### src/rtl/uart_pkg.sv
// Shared UART definitions: parity modes, transmitter state encoding and a
// width helper used by the TX path and the later RX path.
package uart_pkg;

    localparam int PAR_NONE = 0;
    localparam int PAR_ODD  = 1;
    localparam int PAR_EVEN = 2;

    typedef logic [2:0] tx_state_t;

    localparam logic [2:0] TX_IDLE   = 3'd0;
    localparam logic [2:0] TX_START  = 3'd1;
    localparam logic [2:0] TX_DATA   = 3'd2;
    localparam logic [2:0] TX_PARITY = 3'd3;
    localparam logic [2:0] TX_STOP   = 3'd4;

    // Ceiling log2; clog2(1) is 0 so callers must guarantee value >= 2.
    function automatic int clog2(input int value);
        int result;
        int rem;
        result = 0;
        rem    = value - 1;
        while (rem > 0) begin
            result = result + 1;
            rem    = rem >> 1;
        end
        return result;
    endfunction

endpackage

### src/rtl/sync_fifo.sv
// Single-clock first-word-fall-through FIFO; rd_data always shows the head.
module sync_fifo
    import uart_pkg::*;
#(
    parameter int WIDTH = 8,
    parameter int DEPTH = 16
) (
    input  logic                   clk,
    input  logic                   rst,
    input  logic                   wr_en,
    input  logic [WIDTH-1:0]       wr_data,
    input  logic                   rd_en,
    output logic [WIDTH-1:0]       rd_data,
    output logic [clog2(DEPTH):0]  count,
    output logic                   full,
    output logic                   empty
);

    localparam int AW = clog2(DEPTH);
    localparam int CW = AW + 1;

    logic [WIDTH-1:0] mem_r [DEPTH];
    logic [AW-1:0]    wr_ptr_r;
    logic [AW-1:0]    rd_ptr_r;
    logic [AW:0]      count_r;
    logic             wr_ok_s;
    logic             rd_ok_s;

    // A push while full is dropped even if a pop happens on the same edge.
    assign full    = (count_r == CW'(DEPTH));
    assign empty   = (count_r == {CW{1'b0}});
    assign wr_ok_s = wr_en && !full;
    assign rd_ok_s = rd_en && !empty;
    assign rd_data = mem_r[rd_ptr_r];
    assign count   = count_r;

    // Storage array write port.
    always_ff @(posedge clk) begin
        if (wr_ok_s) begin
            mem_r[wr_ptr_r] <= wr_data;
        end
    end

    // Pointers wrap naturally because DEPTH is a power of two.
    always_ff @(posedge clk) begin
        if (rst) begin
            wr_ptr_r <= {AW{1'b0}};
            rd_ptr_r <= {AW{1'b0}};
            count_r  <= {CW{1'b0}};
        end else begin
            if (wr_ok_s) begin
                wr_ptr_r <= wr_ptr_r + {{(AW-1){1'b0}}, 1'b1};
            end
            if (rd_ok_s) begin
                rd_ptr_r <= rd_ptr_r + {{(AW-1){1'b0}}, 1'b1};
            end
            case ({wr_ok_s, rd_ok_s})
                2'b10:   count_r <= count_r + CW'(1);
                2'b01:   count_r <= count_r - CW'(1);
                default: count_r <= count_r;
            endcase
        end
    end

endmodule

### src/rtl/uart_tx_param.sv
// Parametrised UART transmitter: FIFO-buffered words serialised as
// start / data (LSB first) / optional parity / stop bits on a registered line.
module uart_tx_param
    import uart_pkg::*;
#(
    parameter int CLKS_PER_BIT = 868,
    parameter int DATA_BITS    = 8,
    parameter int PARITY       = 0,
    parameter int STOP_BITS    = 1,
    parameter int FIFO_DEPTH   = 16
) (
    input  logic                        clk,
    input  logic                        rst,
    input  logic [DATA_BITS-1:0]        s_data,
    input  logic                        s_valid,
    output logic                        s_ready,
    output logic                        tx,
    output logic                        busy,
    output logic                        tx_done,
    output logic [clog2(FIFO_DEPTH):0]  fifo_count
);

    localparam int CW = clog2(CLKS_PER_BIT);
    localparam int IW = 4;

    if (CLKS_PER_BIT < 4) begin : g_bad_clks
        $error("uart_tx_param: CLKS_PER_BIT must be at least 4");
    end
    if (DATA_BITS < 5 || DATA_BITS > 9) begin : g_bad_data
        $error("uart_tx_param: DATA_BITS must be within 5..9");
    end
    if (PARITY < PAR_NONE || PARITY > PAR_EVEN) begin : g_bad_parity
        $error("uart_tx_param: PARITY must be 0, 1 or 2");
    end
    if (STOP_BITS < 1 || STOP_BITS > 2) begin : g_bad_stop
        $error("uart_tx_param: STOP_BITS must be 1 or 2");
    end
    if (FIFO_DEPTH < 2 || (FIFO_DEPTH & (FIFO_DEPTH - 1)) != 0) begin : g_bad_depth
        $error("uart_tx_param: FIFO_DEPTH must be a power of two >= 2");
    end

    function automatic logic frame_parity(input logic [DATA_BITS-1:0] d);
        logic p;
        p = ^d;
        if (PARITY == PAR_ODD) begin
            p = ~p;
        end else begin
            p = p;
        end
        return p;
    endfunction

    tx_state_t            state_r;
    logic [CW-1:0]        baud_cnt_r;
    logic [IW-1:0]        bit_idx_r;
    logic [DATA_BITS-1:0] shift_r;
    logic                 par_r;
    logic                 tx_r;
    logic                 done_r;

    logic                 fifo_full_s;
    logic                 fifo_empty_s;
    logic [DATA_BITS-1:0] fifo_head_s;
    logic                 push_s;
    logic                 pop_s;
    logic                 bit_end_s;
    logic                 data_last_s;
    logic                 stop_last_s;
    logic                 line_s;

    assign push_s  = s_valid && !fifo_full_s;
    assign s_ready = !fifo_full_s;
    assign tx      = tx_r;
    assign tx_done = done_r;
    assign busy    = (state_r != TX_IDLE) || !fifo_empty_s;

    sync_fifo #(
        .WIDTH (DATA_BITS),
        .DEPTH (FIFO_DEPTH)
    ) u_fifo (
        .clk     (clk),
        .rst     (rst),
        .wr_en   (push_s),
        .wr_data (s_data),
        .rd_en   (pop_s),
        .rd_data (fifo_head_s),
        .count   (fifo_count),
        .full    (fifo_full_s),
        .empty   (fifo_empty_s)
    );

    // Bit-boundary decode and the line level implied by the current state.
    always_comb begin
        bit_end_s   = (baud_cnt_r == CW'(CLKS_PER_BIT - 1));
        data_last_s = (bit_idx_r == IW'(DATA_BITS - 1));
        stop_last_s = (bit_idx_r == IW'(STOP_BITS - 1));
        pop_s       = 1'b0;
        line_s      = 1'b1;
        case (state_r)
            TX_IDLE:   line_s = 1'b1;
            TX_START:  line_s = 1'b0;
            TX_DATA:   line_s = shift_r[0];
            TX_PARITY: line_s = par_r;
            TX_STOP:   line_s = 1'b1;
            default:   line_s = 1'b1;
        endcase
        if (state_r == TX_IDLE) begin
            pop_s = !fifo_empty_s;
        end else if (state_r == TX_STOP && bit_end_s && stop_last_s) begin
            pop_s = !fifo_empty_s;
        end else begin
            pop_s = 1'b0;
        end
    end

    // Serializer FSM with baud and bit counters; tx lags state by one cycle.
    always_ff @(posedge clk) begin
        if (rst) begin
            state_r    <= TX_IDLE;
            baud_cnt_r <= {CW{1'b0}};
            bit_idx_r  <= {IW{1'b0}};
            shift_r    <= {DATA_BITS{1'b0}};
            par_r      <= 1'b0;
            tx_r       <= 1'b1;
            done_r     <= 1'b0;
        end else begin
            tx_r   <= line_s;
            done_r <= 1'b0;
            case (state_r)
                TX_IDLE: begin
                    if (pop_s) begin
                        state_r    <= TX_START;
                        baud_cnt_r <= {CW{1'b0}};
                        shift_r    <= fifo_head_s;
                        par_r      <= frame_parity(fifo_head_s);
                    end
                end
                TX_START: begin
                    if (bit_end_s) begin
                        state_r    <= TX_DATA;
                        baud_cnt_r <= {CW{1'b0}};
                        bit_idx_r  <= {IW{1'b0}};
                    end else begin
                        baud_cnt_r <= baud_cnt_r + CW'(1);
                    end
                end
                TX_DATA: begin
                    if (bit_end_s) begin
                        baud_cnt_r <= {CW{1'b0}};
                        shift_r    <= {1'b0, shift_r[DATA_BITS-1:1]};
                        if (data_last_s) begin
                            bit_idx_r <= {IW{1'b0}};
                            state_r   <= (PARITY != PAR_NONE) ? TX_PARITY : TX_STOP;
                        end else begin
                            bit_idx_r <= bit_idx_r + IW'(1);
                        end
                    end else begin
                        baud_cnt_r <= baud_cnt_r + CW'(1);
                    end
                end
                TX_PARITY: begin
                    if (bit_end_s) begin
                        state_r    <= TX_STOP;
                        baud_cnt_r <= {CW{1'b0}};
                        bit_idx_r  <= {IW{1'b0}};
                    end else begin
                        baud_cnt_r <= baud_cnt_r + CW'(1);
                    end
                end
                TX_STOP: begin
                    if (bit_end_s) begin
                        baud_cnt_r <= {CW{1'b0}};
                        if (stop_last_s) begin
                            done_r    <= 1'b1;
                            bit_idx_r <= {IW{1'b0}};
                            if (pop_s) begin
                                state_r <= TX_START;
                                shift_r <= fifo_head_s;
                                par_r   <= frame_parity(fifo_head_s);
                            end else begin
                                state_r <= TX_IDLE;
                            end
                        end else begin
                            bit_idx_r <= bit_idx_r + IW'(1);
                        end
                    end else begin
                        baud_cnt_r <= baud_cnt_r + CW'(1);
                    end
                end
                default: begin
                    state_r    <= TX_IDLE;
                    baud_cnt_r <= {CW{1'b0}};
                    bit_idx_r  <= {IW{1'b0}};
                end
            endcase
        end
    end

endmodule

### config.mk
export PLATFORM = sky130hd
export DESIGN_NAME = uart_tx_param
export DESIGN_NICKNAME = d
export VERILOG_FILES = /design/src/rtl/uart_pkg.sv /design/src/rtl/sync_fifo.sv /design/src/rtl/uart_tx_param.sv
export SDC_FILE = /design/constraint.sdc
export NUM_CORES = 1
export LEC_CHECK = 0
export ABC_AREA = 1
export BUFFER_PORTS_ARGS = -buffer_cell sky130_fd_sc_hd__buf_2
export CORE_MARGIN = 5
export CORE_UTILIZATION = 56
export CTS_BUF_LIST = sky130_fd_sc_hd__clkbuf_16
export CTS_CLUSTER_DIAMETER = 30
export DETAILED_ROUTE_END_ITERATION = 8
export PLACE_DENSITY = 0.76
export SYNTH_ARGS = -nofsm -noshare
export SYNTH_HDL_FRONTEND = slang
export SYNTH_HIERARCHICAL = 1
export SYNTH_SLANG_ARGS = --single-unit
### constraint.sdc
create_clock -name clk -period 2.18 [get_ports clk]
set_input_delay 0.218 -clock clk [delete_from_list [all_inputs] [get_ports clk]]
set_output_delay 0.218 -clock clk [all_outputs]
set_load 0.1 [all_outputs]
==> out/metrics.csv, run 1 <==
metric;value;unit
maxCapViolations;0;
wl;17400;µm
path_class;reg2reg;
avgSynthCellArea;10.7;µm²
cp.arrival;2.54;ns
drt_iter0_markers;427;
maxSlewViolCount;0;
first_global_vias;5336;
synth_enable_flop_cells;128;
critPathRequiredTime;2.50;ns
initial_core_util;56.5;%
hold_viol_final;0;
synth_nets;748;
worst_ir_drop_vdd;0.000790;V
crit_path_start_kind;flip-flop;
relSlewSlack;55.0;%
post_drt_wl_per_cell;17.5;µm
dieArea;16300;µm²
dp_cells;942;
post-route-period-util;102;%
antenna_cells;0;
ant_nets;0;
r2r_slack;-0.05;ns
violations;negative setup slack;
drc;0;
synthFlopType;edfxtp_1;
crit_chain;inv_2, ha_4, nand3_4, nor2_2, nand2_2, nand2_2, nand2_2, inv_2, nand2_4, inv_4, ha_4, xor2_2, ha_2, inv_2, nand2_2, nand2_2, nand3_2, nand3_1, nand2_1, inv_1;
setup_tns;-0.0694;ns
io_pins;20;
rsz0062_at_grt;yes;
crit_top_cell;nand2_2;
worst_pin_slew;0.675;ns
num_vias;5607;
cts_root_buf;clkbuf_16;
cp_top_family;simple AND/OR/NAND/NOR gates;
p_sw_share;37.0;%
fp.coreArea;13700;µm²
routed.top_layer;met4;
crit_slowest_cell;dfxtp_2;
ys_types;47;
internal_power;7180;µW
hold-worst-slack;0.180;ns
pwr-share-comb;38.9;%
outcome;finished with violations;
cts_sinks;173;
track_usage;21.0;%
syn_area;7750;µm²
hp-class;in2reg;
antenna_found_initial;0;
p_sw;4220;µW
pwr-share-clk;25.6;%
critPathMaxFanout;4;
dr_wl_met3;967;µm
clk_latency;0.43;ns
fmax;449;MHz
grt_max_degree;39;
seqPwrFrac;35.5;%
vias_per_cell;5.66;
layout_commonest_cell;edfxtp_1;
yosysWarnings;6;
drt-pass1-iter-count;5;
finalSetupViolCount;2;
seq_area_frac_synth;61.2;%
synth_cells;726;
wl_met1;7100;µm
synthArstFlopShare;0;%
io_buffers;19;
dp_hpwl;10900;µm
p_leak;0.00362;µW
period_needed;2.23;ns
wl_met2;8830;µm
path_clk_slew;0.07;ns
cpPeakStageDelay;0.32;ns
fin_cells;990;
routabilityCongestion;0.847;
crit_path_end_kind;flip-flop;
fillCellCount;952;
cts.htree.levels;4;
grt_pass1_wl;26600;µm
final_cell_mix;128 x edfxtp_1, 85 x inv_1, 79 x nand2_1;
overflow;0;
skew;0.00948;ns
syn2layout_area_growth;20.1;%
rows;43;
numCtsBuffers;17;
crit_buf_inv;5;
synth_seq_cells;173;
final.setup.worst_slack;-0.0469;ns
max-clock-path-buffers;2;
tritoncts;yes;
nNetsFinal;821;
drive_above_1_share;24.0;%
p_per_area;1220;nW/µm²
die_h;128;µm
die_w;128;µm
[per-stage QoR]
| step | utilization, % | total power [µW] | worst slack (ns) | instance area (µm²) |
|---|---|---|---|---|
| floorplan | - | 7060 | 0.0138 | 7800 |
| global route | 67.9 | 12100 | -0.178 | 9310 |
| finish | 67.9 | 11400 | -0.0469 | 9310 |
| global placement | 60.8 | 7740 | 0.0449 | 8340 |
| CTS | 65.6 | 11000 | 0.00347 | 9000 |
| detailed placement | 60.8 | 7920 | -0.136 | 8340 |
[worst paths after layout]
path | startpoint | endpoint | depth (start not counted)
max | bit_idx_r[1]$_SDFFE_PP0P_ | u_fifo/count[4]$_SDFFE_PP0P_ | 20
min | s_data[1] | u_fifo/mem_r[11][1]$_DFFE_PP_ | 1
max reg2reg | bit_idx_r[1]$_SDFFE_PP0P_ | u_fifo/count[4]$_SDFFE_PP0P_ | 20
min reg2reg | par_r$_SDFFE_PP0P_ | par_r$_SDFFE_PP0P_ | 2
[logic make-up (layout without fill, tap and decap cells)]
kind of cell	after synthesis	in the layout	share of synthesized area, %
simple gates	228	228	13.7
mux	33	33	4.26
flops	173	173	61.2
buf+inv	125	209	6.89
fa+ha+maj	11	11	1.78
compound gates	145	145	10.9
xor+xnor	11	11	1.24
[power groups by stage]
stage,registers [µW],clock network (µW),logic [µW]
floorplan,4320,0,2740
global placement,4090,0,3650
detailed placement,4110,0,3800
CTS,4060,2950,3960
global route,4080,3120,4860
finish,4050,2920,4430
[area by class of cell]
type | instances | area (µm²) | share of cell area [%]
clock buffers | 17 | 425 | 4.57
clock inverters | 13 | 141 | 1.52
inverters | 98 | 383 | 4.11
multi-input cells | 428 | 2690 | 28.8
flip-flops and latches | 173 | 4780 | 51.3
well taps | 180 | 225 | 2.42
repair buffers | 81 | 671 | 7.20
[worst register-to-register path: stages, from the launching register on]
cell	delay (ns)
dfxtp_2	0.32
inv_2	0.06
ha_4	0.13
nand3_4	0.06
nor2_2	0.15
nand2_2	0.08
nand2_2	0.07
nand2_2	0.06
inv_2	0.07
nand2_4	0.06
inv_4	0.06
ha_4	0.19
xor2_2	0.18
ha_2	0.20
inv_2	0.03
nand2_2	0.07
nand2_2	0.08
nand3_2	0.06
nand3_1	0.07
nand2_1	0.07
inv_1	0.04
[state kept, by name, summed over array words and instances (netlist names), named ones only]
| register | count |
|---|---|
| u_fifo/mem_r | 128 |
| baud_cnt_r | 10 |
| shift_r | 8 |
| u_fifo/count | 5 |
| bit_idx_r | 4 |
| u_fifo/rd_ptr_r | 4 |
| u_fifo/wr_ptr_r | 4 |
| state_r | 3 |
| par_r | 1 |
| tx | 1 |
| tx_done | 1 |
[synthesized netlist by cell type, types with 2 or more instances]
library cell,number,share of area (%)
nand3_2,3,0.39
nor3_1,10,0.65
nor3b_1,7,0.68
dfxtp_1,45,12
nand2_4,5,0.73
nand2_2,7,0.56
buf_6,3,0.44
o21ai_1,3,0.19
nor4_1,2,0.16
buf_2,7,0.45
mux2i_1,33,4.3
nand2_1,88,4.3
o211ai_1,32,3.1
nor2_2,4,0.32
inv_2,2,0.097
a21oi_1,56,3.6
nor2_1,54,2.6
nand2b_1,2,0.16
buf_1,2,0.097
inv_1,91,4.4
nand3_1,37,2.4
xor2_1,7,0.79
edfxtp_1,128,50
clkinv_1,2,0.097
ha_1,11,1.8
xnor2_1,4,0.45
o21ai_0,44,2.8
a211oi_1,3,0.29
nand4_1,5,0.40
clkbuf_1,12,0.58
[per-layer routing]
layer,vias to the layer above,track usage (%)
li1,2664,-
met1,2705,26.8
met2,191,35.5
met5,-,0
met3,47,4.38
met4,0,8.18
[repair_timing]
item                       in CTS  in global routing
buffers inserted                4                 12
setup endpoints to repair       2                  5
hold buffers                    0                  0
pin swaps                       3                 28
gates resized for setup        15                 51
cloned                          0                  3
No activity file was read; power rests on OpenSTA's default activity.
==> run 2, diff against run 1 <==
SYNTH_HIERARCHICAL = default   (was 1)
==> run 2 against run 1 <==
The flow still finishes with violations (negative setup slack). Wire length is 1.0% higher. Critical endpoint is now u_fifo.count[4]$_SDFFE_PP0P_. Cell area rose by 2.5%. Sequential share of layout area decreased by 1.4 points. Critical path depth shrank 3. First-iteration DRC count grew 11%. Critical path type unchanged. Die area decreased by 0.33%. Synthesized area fell by 0.36%.
==> out/metrics.csv, run 2 <==
metric;value;unit
vias_per_cell;5.28;
cts_sinks;173;
synth_commonest_cells;221 x nand2_1, 128 x edfxtp_1, 98 x inv_1;
antenna_cells;0;
die_w;127;µm
maxSlewViolCount;0;
critPathRequiredTime;2.51;ns
skew;0.00910;ns
synthArstFlopShare;0;%
synth_area_leaders;edfxtp_1 50%, dfxtp_1 12%, nand2_1 11%;
avgSynthCellArea;9.47;µm²
max-clock-path-buffers;2;
tritoncts;yes;
num_vias;5890;
holdCritStartpoint;rst;
worst_pin_slew;0.490;ns
fin_util;69.6;%
drc;0;
drive_above_1_share;23.5;%
fmax;386;MHz
yosysMostFrequentCell;nand2_1;
crit_path_start_kind;flip-flop;
hold_viol_final;0;
cp.arrival;2.92;ns
cts_root_buf;clkbuf_16;
routabilityCongestion;0.892;
maxCapViolations;0;
crit_start;baud_cnt_r[1]$_SDFFE_PP0N_;
finalSetupViolCount;3;
dpl_cell_area;8530;µm²
synth_top_area_share;49.7;%
final_cell_mix;214 x nand2_1, 128 x edfxtp_1, 96 x inv_1;
clk_latency;0.43;ns
critPathMaxFanout;2;
path_clk_slew;0.06;ns
post-route-period-util;119;%
ant_nets;0;
reg2reg_depth;17;
crit_path_end_kind;flip-flop;
rsz0062_at_grt;yes;
regToRegStartpoint;baud_cnt_r[1]$_SDFFE_PP0N_;
largest_register_ff_count;128;
dp_hpwl;10800;µm
numCtsBuffers;17;
regMostFlops;u_fifo.mem_r;
io_buffers;19;
yosysTopAreaCell;edfxtp_1;
synth_nets;838;
first_global_vias;5814;
wl;17500;µm
syn_area;7730;µm²
rows;43;
antenna_found_initial;0;
violations;negative setup slack;
p_leak;0.00395;µW
holdPathStages;2;
io_pins;20;
synth_seq_cells;173;
grt_pass1_wl;28300;µm
final.setup.worst_slack;-0.410;ns
synthFlopType;edfxtp_1;
seq_area_frac_synth;61.4;%
initial_core_util;56.3;%
period_needed;2.59;ns
drt-pass1-iter-count;5;
yosysWarnings;0;
cts.htree.levels;4;
grt_max_degree;35;
track_usage;22.4;%
worst_ir_drop_vdd;0.00113;V
post_drt_wl_per_cell;15.7;µm
design_area;9550;µm²
dieArea;16200;µm²
nNetsFinal;945;
path_class;reg2reg;
outcome;finished with violations;
synth_enable_flop_cells;128;
syn2layout_area_growth;23.6;%
overflow;0;
ys_types;32;
relSlewSlack;67.6;%
hp-class;in2reg;
p_per_area;1210;nW/µm²
hold_buffers;0;
reg.largest.list;u_fifo.mem_r x128, baud_cnt_r x10, shift_r x8;
fp.coreArea;13700;µm²
drt_iter0_markers;476;
synth_cells;816;
die_h;127;µm
layout_commonest_cell;nand2_1;
run 2: cell count changes after synthesis, moves of 7 or more:
| cell | delta |
|---|---|
| nor2_1 | +15 |
| nand2_1 | +133 |
| inv_1 | +7 |
| mux2i_1 | -33 |
| a21oi_1 | -24 |
| buf_6 | +7 |
| o211ai_1 | -22 |
| nand3_1 | +47 |
run 2: cell type report:
type | instances | area (µm²)
clock inverters | 15 | 146
inverters | 104 | 393
flip-flops and latches | 173 | 4770
repair buffers | 118 | 981
multi-input cells | 509 | 2600
well taps | 180 | 225
fillers | 1001 | 4170
clock buffers | 17 | 425
run 2: per-stage QoR:
stage,hold slack (ns),worst slack (ns),cells,TNS [ns],total power (µW)
floorplan,0.317,-1.20,816,-72.35,6920
global placement,0.433,-0.400,1057,-0.852,8000
detailed placement,0.436,-0.450,1057,-1.08,8060
CTS,0.128,-0.289,1112,-0.754,11100
global route,0.178,-0.538,1116,-1.33,12200
finish,0.152,-0.410,1116,-0.833,11500
run 2: kinds of logic (layout without fill, tap and decap cells):
logic type / after synthesis / after routing / share of synthesized area, %
DFF: 173 / 173 / 61.4
xor gates and xnor gates: 7 / 7 / 0.794
AOI/OAI and AO/OA: 94 / 94 / 6.83
buffers and inverters: 134 / 254 / 7.77
and+or+nand+nor: 397 / 397 / 21.4
adders and majority gates: 11 / 11 / 1.78
run 2: final timing paths:
kind	endpoint	slack [ns]
min	tx_done$_SDFF_PP0_	0.15
max	u_fifo.count[4]$_SDFFE_PP0P_	-0.41
max reg2reg	u_fifo.count[4]$_SDFFE_PP0P_	-0.41
min reg2reg	shift_r[1]$_SDFFE_PP0P_	0.45
run 2: metal layers:
metal / vias up / wire, µm / track usage (%)
li1: 2908 / - / -
met1: 2788 / 7370 / 28.7
met2: 162 / 8680 / 37.9
met3: 32 / 1070 / 4.01
met4: 0 / 414 / 8.52
met5: - / 0 / 0
run 2: worst max-delay path, cell delays in order, from the launching register on:
cell and delay (ns):
dfxtp_2 0.35, ha_4 0.16, nand3_4 0.07, nor4_4 0.28
nand3_2 0.14, nand2_2 0.10, nand2_2 0.06, inv_2 0.07
ha_4 0.14, xor2_2 0.17, ha_2 0.22, a21oi_4 0.04
nor3_2 0.20, a31oi_2 0.08, o21ai_2 0.14, a21oi_2 0.05
nand2_1 0.06, nor3b_1 0.17
run 2: repair_timing:
item,in CTS,in global routing
endpoints found under the setup margin,6,27
cloned,0,1
setup buffers,23,9
pin swaps,11,16
resized for setup,28,36
run 2: power breakdown:
part | switching (µW) | internal [µW] | total, µW
sequential | 132 | 3810 | 3950
combinational | 2900 | 1770 | 4660
clock | 1230 | 1680 | 2910
